===== src/rtl/multi_operand_adder.sv =====
// Two-stage multi-operand unsigned adder: a 3:2 carry-save tree feeds a registered sum/carry pair, and a final add produces the result.
// Defining ADDER_SAT_EN makes the result saturate at 2^OW-1 on overflow; left undefined, the result wraps modulo 2^OW.
module multi_operand_adder #(
    parameter int unsigned W  = 8,
    parameter int unsigned N  = 3,
    parameter int unsigned OW = W + 4
) (
    input  logic           clk,
    input  logic           rst_n,
    input  logic           in_valid,
    output logic           in_ready,
    input  logic [N*W-1:0] in_ops,
    input  logic           in_acc,
    output logic           out_valid,
    input  logic           out_ready,
    output logic [OW-1:0]  out_sum,
    output logic           out_ovf
);

    function automatic int unsigned rows_after(input int unsigned n, input int unsigned lv);
        int unsigned c;
        c = n;
        for (int unsigned i = 0; i < lv; i++)
            if (c > 2) c = 2 * (c / 3) + c % 3;
        return c;
    endfunction

    function automatic int unsigned tree_depth(input int unsigned n);
        int unsigned c;
        int unsigned d;
        c = n;
        d = 0;
        while (c > 2) begin
            c = 2 * (c / 3) + c % 3;
            d++;
        end
        return d;
    endfunction

    localparam int unsigned DEPTH = tree_depth(N);

    logic [OW-1:0] rows [DEPTH+1][N];

    for (genvar j = 0; j < N; j++) begin : g_load
        assign rows[0][j] = OW'(in_ops[j*W +: W]);
    end

    // Each level packs 3:2 outputs first, then passes leftover rows through.
    // Rows never exceed the true total, so the carry shift cannot drop a set bit.
    for (genvar l = 0; l < DEPTH; l++) begin : g_lvl
        localparam int unsigned C = rows_after(N, l);
        localparam int unsigned G = C / 3;
        for (genvar j = 0; j < N; j++) begin : g_row
            if (j < 2 * G) begin : g_csa
                localparam int unsigned B = 3 * (j / 2);
                if (j % 2 == 0) begin : g_s
                    assign rows[l+1][j] = rows[l][B] ^ rows[l][B+1] ^ rows[l][B+2];
                end else begin : g_c
                    assign rows[l+1][j] = ((rows[l][B] & rows[l][B+1]) |
                                           (rows[l][B] & rows[l][B+2]) |
                                           (rows[l][B+1] & rows[l][B+2])) << 1;
                end
            end else if (j < 2 * G + C % 3) begin : g_pass
                assign rows[l+1][j] = rows[l][j + G];
            end else begin : g_zero
                assign rows[l+1][j] = '0;
            end
        end
    end

    logic          s1_valid;
    logic [OW-1:0] s1_sum;
    logic [OW-1:0] s1_carry;
    logic          s1_acc;
    logic [OW-1:0] acc;
    logic          s2_adv;
    logic [OW+1:0] s2_total;
    logic          s2_ovf;
    logic [OW-1:0] s2_res;

    assign s2_adv   = !out_valid || out_ready;
    assign in_ready = !s1_valid || s2_adv;

    always_ff @(posedge clk or negedge rst_n) begin
        if (!rst_n) begin
            s1_valid <= 1'b0;
            s1_sum   <= '0;
            s1_carry <= '0;
            s1_acc   <= 1'b0;
        end else if (in_ready) begin
            s1_valid <= in_valid;
            if (in_valid) begin
                s1_sum   <= rows[DEPTH][0];
                s1_carry <= rows[DEPTH][1];
                s1_acc   <= in_acc;
            end
        end
    end

    always_comb begin
        s2_total = {2'b00, s1_sum} + {2'b00, s1_carry} + (s1_acc ? {2'b00, acc} : '0);
        s2_ovf   = |s2_total[OW+1:OW];
`ifdef ADDER_SAT_EN
        s2_res   = s2_ovf ? '1 : s2_total[OW-1:0];
`else
        s2_res   = s2_total[OW-1:0];
`endif
    end

    always_ff @(posedge clk or negedge rst_n) begin
        if (!rst_n) begin
            out_valid <= 1'b0;
            out_sum   <= '0;
            out_ovf   <= 1'b0;
            acc       <= '0;
        end else if (s2_adv) begin
            out_valid <= s1_valid;
            if (s1_valid) begin
                out_sum <= s2_res;
                out_ovf <= s2_ovf;
                acc     <= s2_res;
            end
        end
    end

endmodule


===== config.mk =====
export PLATFORM = sky130hd
export DESIGN_NAME = multi_operand_adder
export DESIGN_NICKNAME = d
export VERILOG_FILES = /design/src/rtl/multi_operand_adder.sv
export SDC_FILE = /design/constraint.sdc
export NUM_CORES = 1
export LEC_CHECK = 0
export CORE_ASPECT_RATIO = 1.75
export CORE_MARGIN = 3
export CORE_UTILIZATION = 46
export CTS_CLUSTER_SIZE = 8
export DETAILED_ROUTE_END_ITERATION = 10
export HOLD_SLACK_MARGIN = 0.05
export PLACE_DENSITY_LB_ADDON = 0.12
export SLEW_MARGIN = 40
export SYNTH_ARGS = -nofsm -noshare
export SYNTH_HDL_FRONTEND = slang
export SYNTH_SLANG_ARGS = --single-unit

===== constraint.sdc =====
create_clock -name clk -period 2.46 [get_ports clk]
set_input_delay 0.492 -clock clk [delete_from_list [all_inputs] [get_ports clk]]
set_output_delay 0.492 -clock clk [all_outputs]
set_load 0.02 [all_outputs]

==> results.cfg, run 1 <==
[outcome]
status = finished, violations left
violations = setup timing

[critical_path]
cp.required_ns = 2.69
cp-end-kind = flip-flop
crit_type = reg2reg
rr_endpoint = acc[11]$_DFFE_PN0P_
r2r_slack_ns = -0.04
cp_max_fo = 6
critPathLaunchType = flip-flop
ff2ff_path_depth = 9
arrival_ns = 2.73
rr_startpoint = s1_acc$_DFFE_PN0P_

[clock_network]
cts_tree = yes
hold_buffers = 0
cts_buffers = 5
clk_latency_ns = 0.29
root_buffer = clkbuf_8
clkSlewWorstSetupHoldPaths_ns = 0.07
cts_max_level = 2
cts_sinks = 32
cts_max_path_buffers = 2

[timing]
max_freq_mhz = 400
grt_setup_unrepaired = yes
setup-tns-final_ns = -0.0384
setup_viol = 1
finalClockSkew_ns = 0.00701
fin_crit_ns = 2.50
holdWs_ns = 0.483
fin_crit_sh = 1.02
finalMaxSlewViolations = 0
setup_ws_ns = -0.0384
worst_pin_slew_ns = 0.408
finalHoldViolCount = 0
maxSlewHeadroom = 0.728

[global_routing]
first_global_vias = 1680
grt_remaining_overflow = 0
grt_max_degree = 33
grt_pass1_wl_mm = 7.69
grtUsageTotal = 0.189
antenna_found_initial = 0

[synth]
ys_types = 35
synthesis.nets = 233
syn_avg_cell_area_um2 = 11.5
yosys-top-cells-area = dfrtp_1, fa_1, mux2_2, ha_1, nand2_1
syn_inst = 177
synth_seq_cells = 32
synth_top_area_share = 0.394
syn_area_um2 = 2030
synth_largest_area_cell = dfrtp_1
yosysSeqAreaShare = 0.394
synth_warnings = 0

[place]
pre_cts_ws_ns = -0.0606
io_buffers = 43
place_hpwl_mm = 3.47
dp.cells = 276
gp_congestion = 0.830

[drt]
drt_iter0_drc = 33
vias = 1549
drc = 0
wl_mm = 4.46
drtAntennaViolNets = 0
wl_per_cell_um = 15.6
via_per_inst = 5.44
dr.pass1.iters = 4

[worst_hold_path]
hold_path_class = reg2reg
holdPathEnd = out_ovf$_DFFE_PN0P_
min_from = out_ovf$_DFFE_PN0P_
min_delay_path_depth = 2

[die]
die_w_um = 56.2
initial_core_util = 0.485
fp.coreArea_um2 = 4190
io_pins = 44
dieArea_um2 = 5280
die-height_um = 93.9
rows = 31

[cells_and_area]
final_util = 0.664
final_common_cell = clkdlybuf4s50_1
antenna-diode-count = 0
layout_common_cells = clkdlybuf4s50_1, dfrtp_1, nand2_1
areaGrowthSynthToFinish_pct = 36.9
fin_nets = 291
layout-drive-gt1-share = 0.246
stdcell_count = 285

[run]
cap_violations = 0

[pwr]
ir_worst_vdd_v = 0.000664
p_leak_uw = 0.00116
p_per_area_nw_per_um2 = 1140
==> worst max-delay path: stages, from the launching register on <==
cell	delay, ns
dfrtp_2	0.44
buf_4	0.15
and2_1	0.14
fa_1	0.48
ha_4	0.30
nand2_1	0.07
a211oi_2	0.20
o21ai_1	0.09
or4b_1	0.46
nand3_1	0.09
==> cells by family (layout without fill, tap and decap cells) <==
group | after synthesis | in the layout | synth area share
AO/OA/AOI/OAI | 27 | 27 | 0.0837
XOR/XNOR | 5 | 5 | 0.0216
adder cells (fa/ha/maj) | 27 | 27 | 0.225
buffers and inverters | 7 | 66 | 0.0203
flip-flops | 32 | 32 | 0.394
multiplexers | 18 | 18 | 0.0991
AND/OR/NAND/NOR | 61 | 61 | 0.156
==> cells in the mapped netlist (all sizes together) <==
master	n
buf	5
nor2	2
mux2	17
xor2	2
or4	1
o311ai	1
and3	2
dfrtp	32
nand3b	1
o21ai	9
or4b	1
o311a	1
nand4b	1
nor2b	2
o211ai	1
o2bb2ai	1
nand2b	4
a21o	1
nand4	3
a211oi	3
xnor2	3
nand2	26
ha	11
fa	16
nand3	7
a21oi	10
mux2i	1
clkbuf	2
and2	11
==> per-layer routing <==
metal,part of all wire,GRT usage,vias up
li1,-,-,735
met1,0.34,0.194,766
met2,0.58,0.352,37
met3,0.048,0.0454,11
met4,0.025,0.0891,0
met5,0,0,-
==> area by class of cell <==
type	instances	area [um^2]
clock buffer	6	72.6
tap	49	61.3
fill	352	1410
timing repair buffer	58	543
clock inverter	2	35.0
sequential	32	802
multi-input combinational	138	1270
==> per-stage QoR <==
stage	instance area (um^2)	total power (uW)
5_1_grt	2780	3410
6_report	2780	3170
3_3_place_gp	2590	2450
4_1_cts	2730	3080
3_5_place_dp	2590	2520
2_1_floorplan	2040	1850
==> flip-flops by register name, summed over array words and instances (netlist names) <==
register   cells
out_valid      1
s1_valid       1
s1_sum         8
out_ovf        1
s1_acc         1
s1_carry       8
acc           12
==> worst max path at each step <==
stage,startpoint,to,cells past startpoint
3_3_place_gp,s1_acc$_DFFE_PN0P_,acc[8]$_DFFE_PN0P_,8
3_5_place_dp,s1_acc$_DFFE_PN0P_,acc[11]$_DFFE_PN0P_,9
6_report,s1_acc$_DFFE_PN0P_,acc[11]$_DFFE_PN0P_,9
5_1_grt,s1_acc$_DFFE_PN0P_,acc[11]$_DFFE_PN0P_,9
2_1_floorplan,s1_acc$_DFFE_PN0P_,acc[11]$_DFFE_PN0P_,10
4_1_cts,s1_acc$_DFFE_PN0P_,acc[11]$_DFFE_PN0P_,9
==> power by group <==
part	total, uW	switching [uW]	internal [uW]	leakage (uW)
combinational	1860	930	928	0.000725
sequential	819	134	685	0.000382
clock	494	194	300	0.0000552
==> timing repair <==
action                                  CTS  global route
resized for setup                         8            13
pin swaps                                 1             2
endpoints found under the setup margin    6             7
setup buffers                             1             0
Note: power is estimated with default switching activity, not from simulation.
==> run 2, diff against run 1 <==
--- a/config.mk
+++ b/config.mk
@@ -12,7 +12,8 @@
 export DETAILED_ROUTE_END_ITERATION = 10
 export HOLD_SLACK_MARGIN = 0.05
 export PLACE_DENSITY_LB_ADDON = 0.12
-export SLEW_MARGIN = 40
+export REMOVE_ABC_BUFFERS = 1
+export SLEW_MARGIN = 20
 export SYNTH_ARGS = -nofsm -noshare
 export SYNTH_HDL_FRONTEND = slang
 export SYNTH_SLANG_ARGS = --single-unit
==> run 2 against run 1 <==
Net effect: the run still ends with setup timing left; final cell count is 0.70% higher; register-to-register slack worse by 0.07 ns; first-iteration DRC count is 18% higher; hold slack better by 0.017 ns; non-clock buffer count increased by 2; setup slack lost 0.068 ns; fmax is 2.6% lower; combinational power about the same; critical path depth stayed put; via count increased by 0.52%; flip-flop and latch count did not move; sequential share of layout area about the same; largest power group unchanged.
==> results.cfg, run 2 (same netlist as run 1, synthesis figures left out) <==
[drt]
drtAntennaViolNets = 0
wl_mm = 4.59
vias = 1557
drt_iter0_drc = 39
dr.pass1.iters = 4
drc = 0
wl_per_cell_um = 16.0
via_per_inst = 5.43

[die]
initial_core_util = 0.485
dieArea_um2 = 5280
fp.coreArea_um2 = 4190
rows = 31
die_w_um = 56.2
io_pins = 44
die-height_um = 93.9

[critical_path]
path_cells = and2_4 -> fa_1 -> ha_4 -> fa_2 -> nand3_4 -> a211oi_2 -> o21ai_1 -> or4b_1 -> nand3_1
cpPeakStageDelay_ns = 0.54
cp_max_fo = 8
worst_path_max_delay_cell = fa_1
cp-end-kind = flip-flop
arrival_ns = 2.78
critPathLaunchType = flip-flop
r2r_slack_ns = -0.11
crit_type = reg2reg
path_delay_family = adder cells
crit_buf_inv = 0
cp.required_ns = 2.67

[timing]
finalMaxSlewViolations = 0
max_freq_mhz = 390
holdWs_ns = 0.500
setup_viol = 2
fin_crit_sh = 1.04
maxSlewHeadroom = 0.723
setup_ws_ns = -0.106
finalHoldViolCount = 0
finalClockSkew_ns = 0.00394
grt_setup_unrepaired = yes
worst_pin_slew_ns = 0.416
fin_crit_ns = 2.57

[clock_network]
cts_tree = yes
cts_max_level = 2
clk_latency_ns = 0.28
cts_max_path_buffers = 2
cts_sinks = 32
cts_buffers = 5
clkSlewWorstSetupHoldPaths_ns = 0.06
root_buffer = clkbuf_8
hold_buffers = 0

[place]
dp.cells = 275
place_hpwl_mm = 3.42
gp_congestion = 0.902
io_buffers = 43
pre_cts_ws_ns = -0.108

[global_routing]
first_global_vias = 1661
grt_max_degree = 33
antenna_found_initial = 0
grtUsageTotal = 0.190
grt_pass1_wl_mm = 7.71
grt_remaining_overflow = 0

[pwr]
p_leak_uw = 0.00116
ir_worst_vdd_v = 0.000855
p_total_uw = 3120
p_per_area_nw_per_um2 = 1120

[cells_and_area]
antenna-diode-count = 0
regMostFlops = acc
areaGrowthSynthToFinish_pct = 36.7
stdcell_count = 287
layout_common_cells = clkdlybuf4s50_1, dfrtp_1, nand2_1
fin_nets = 293
largest_reg_flops = 12
layout-drive-gt1-share = 0.244
final_common_cell = clkdlybuf4s50_1
reg_top3 = acc (12), s1_carry (8), s1_sum (8)
final_util = 0.663

[worst_hold_path]
hold_path_class = reg2reg

[run]
cap_violations = 0

[outcome]
violations = setup timing
status = finished, violations left
-- run 2: worst min-delay path, delay by kind of cell (launching register included) --
| kind | cells | cell delay, ns |
|---|---|---|
| simple gates | 2 | 0.11 |
| flops | 1 | 0.36 |
-- run 2: where the power goes --
group | total [uW] | switching (uW) | internal [uW]
clock | 408 | 180 | 228
sequential | 820 | 134 | 685
combinational | 1890 | 966 | 924
-- run 2: timing repair --
action	4_1_cts	5_1_grt
resized for setup	10	11
buffers inserted	2	2
pin swaps	2	9
gates cloned	0	0
setup endpoints to repair	6	8
-- run 2: stage by stage --
stage / area [um^2] / setup TNS, ns
after floorplan: 1990 / -0.00311
after global placement: 2580 / -0.000475
after detailed placement: 2580 / -0.199
after CTS: 2710 / -0.108
after global routing: 2780 / -0.847
final: 2780 / -0.195
-- run 2: metal layers --
metal | GRT usage | vias up | share of wire
li1 | - | 736 | -
met1 | 0.210 | 772 | 0.35
met2 | 0.347 | 40 | 0.59
met3 | 0.0399 | 9 | 0.043
met4 | 0.0772 | 0 | 0.019
met5 | 0 | - | 0
-- run 2: worst paths after layout --
check / start / to / cells after the start
setup / recovery: s1_acc$_DFFE_PN0P_ / acc[11]$_DFFE_PN0P_ / 9
hold / removal: acc[0]$_DFFE_PN0P_ / acc[0]$_DFFE_PN0P_ / 2
setup reg to reg: s1_acc$_DFFE_PN0P_ / acc[11]$_DFFE_PN0P_ / 9
hold reg to reg: acc[0]$_DFFE_PN0P_ / acc[0]$_DFFE_PN0P_ / 2
max in group asynchronous: rst_n / s1_acc$_DFFE_PN0P_ / 2
min in group asynchronous: rst_n / s1_sum[0]$_DFFE_PN0P_ / 2
-- run 2: final cells by class --
| type | count | area (um^2) |
|---|---|---|
| sequential | 32 | 802 |
| timing repair buffer | 60 | 558 |
| fill | 347 | 1410 |
| multi-input combinational | 138 | 1270 |
| clock buffer | 8 | 90.1 |
| tap | 49 | 61.3 |
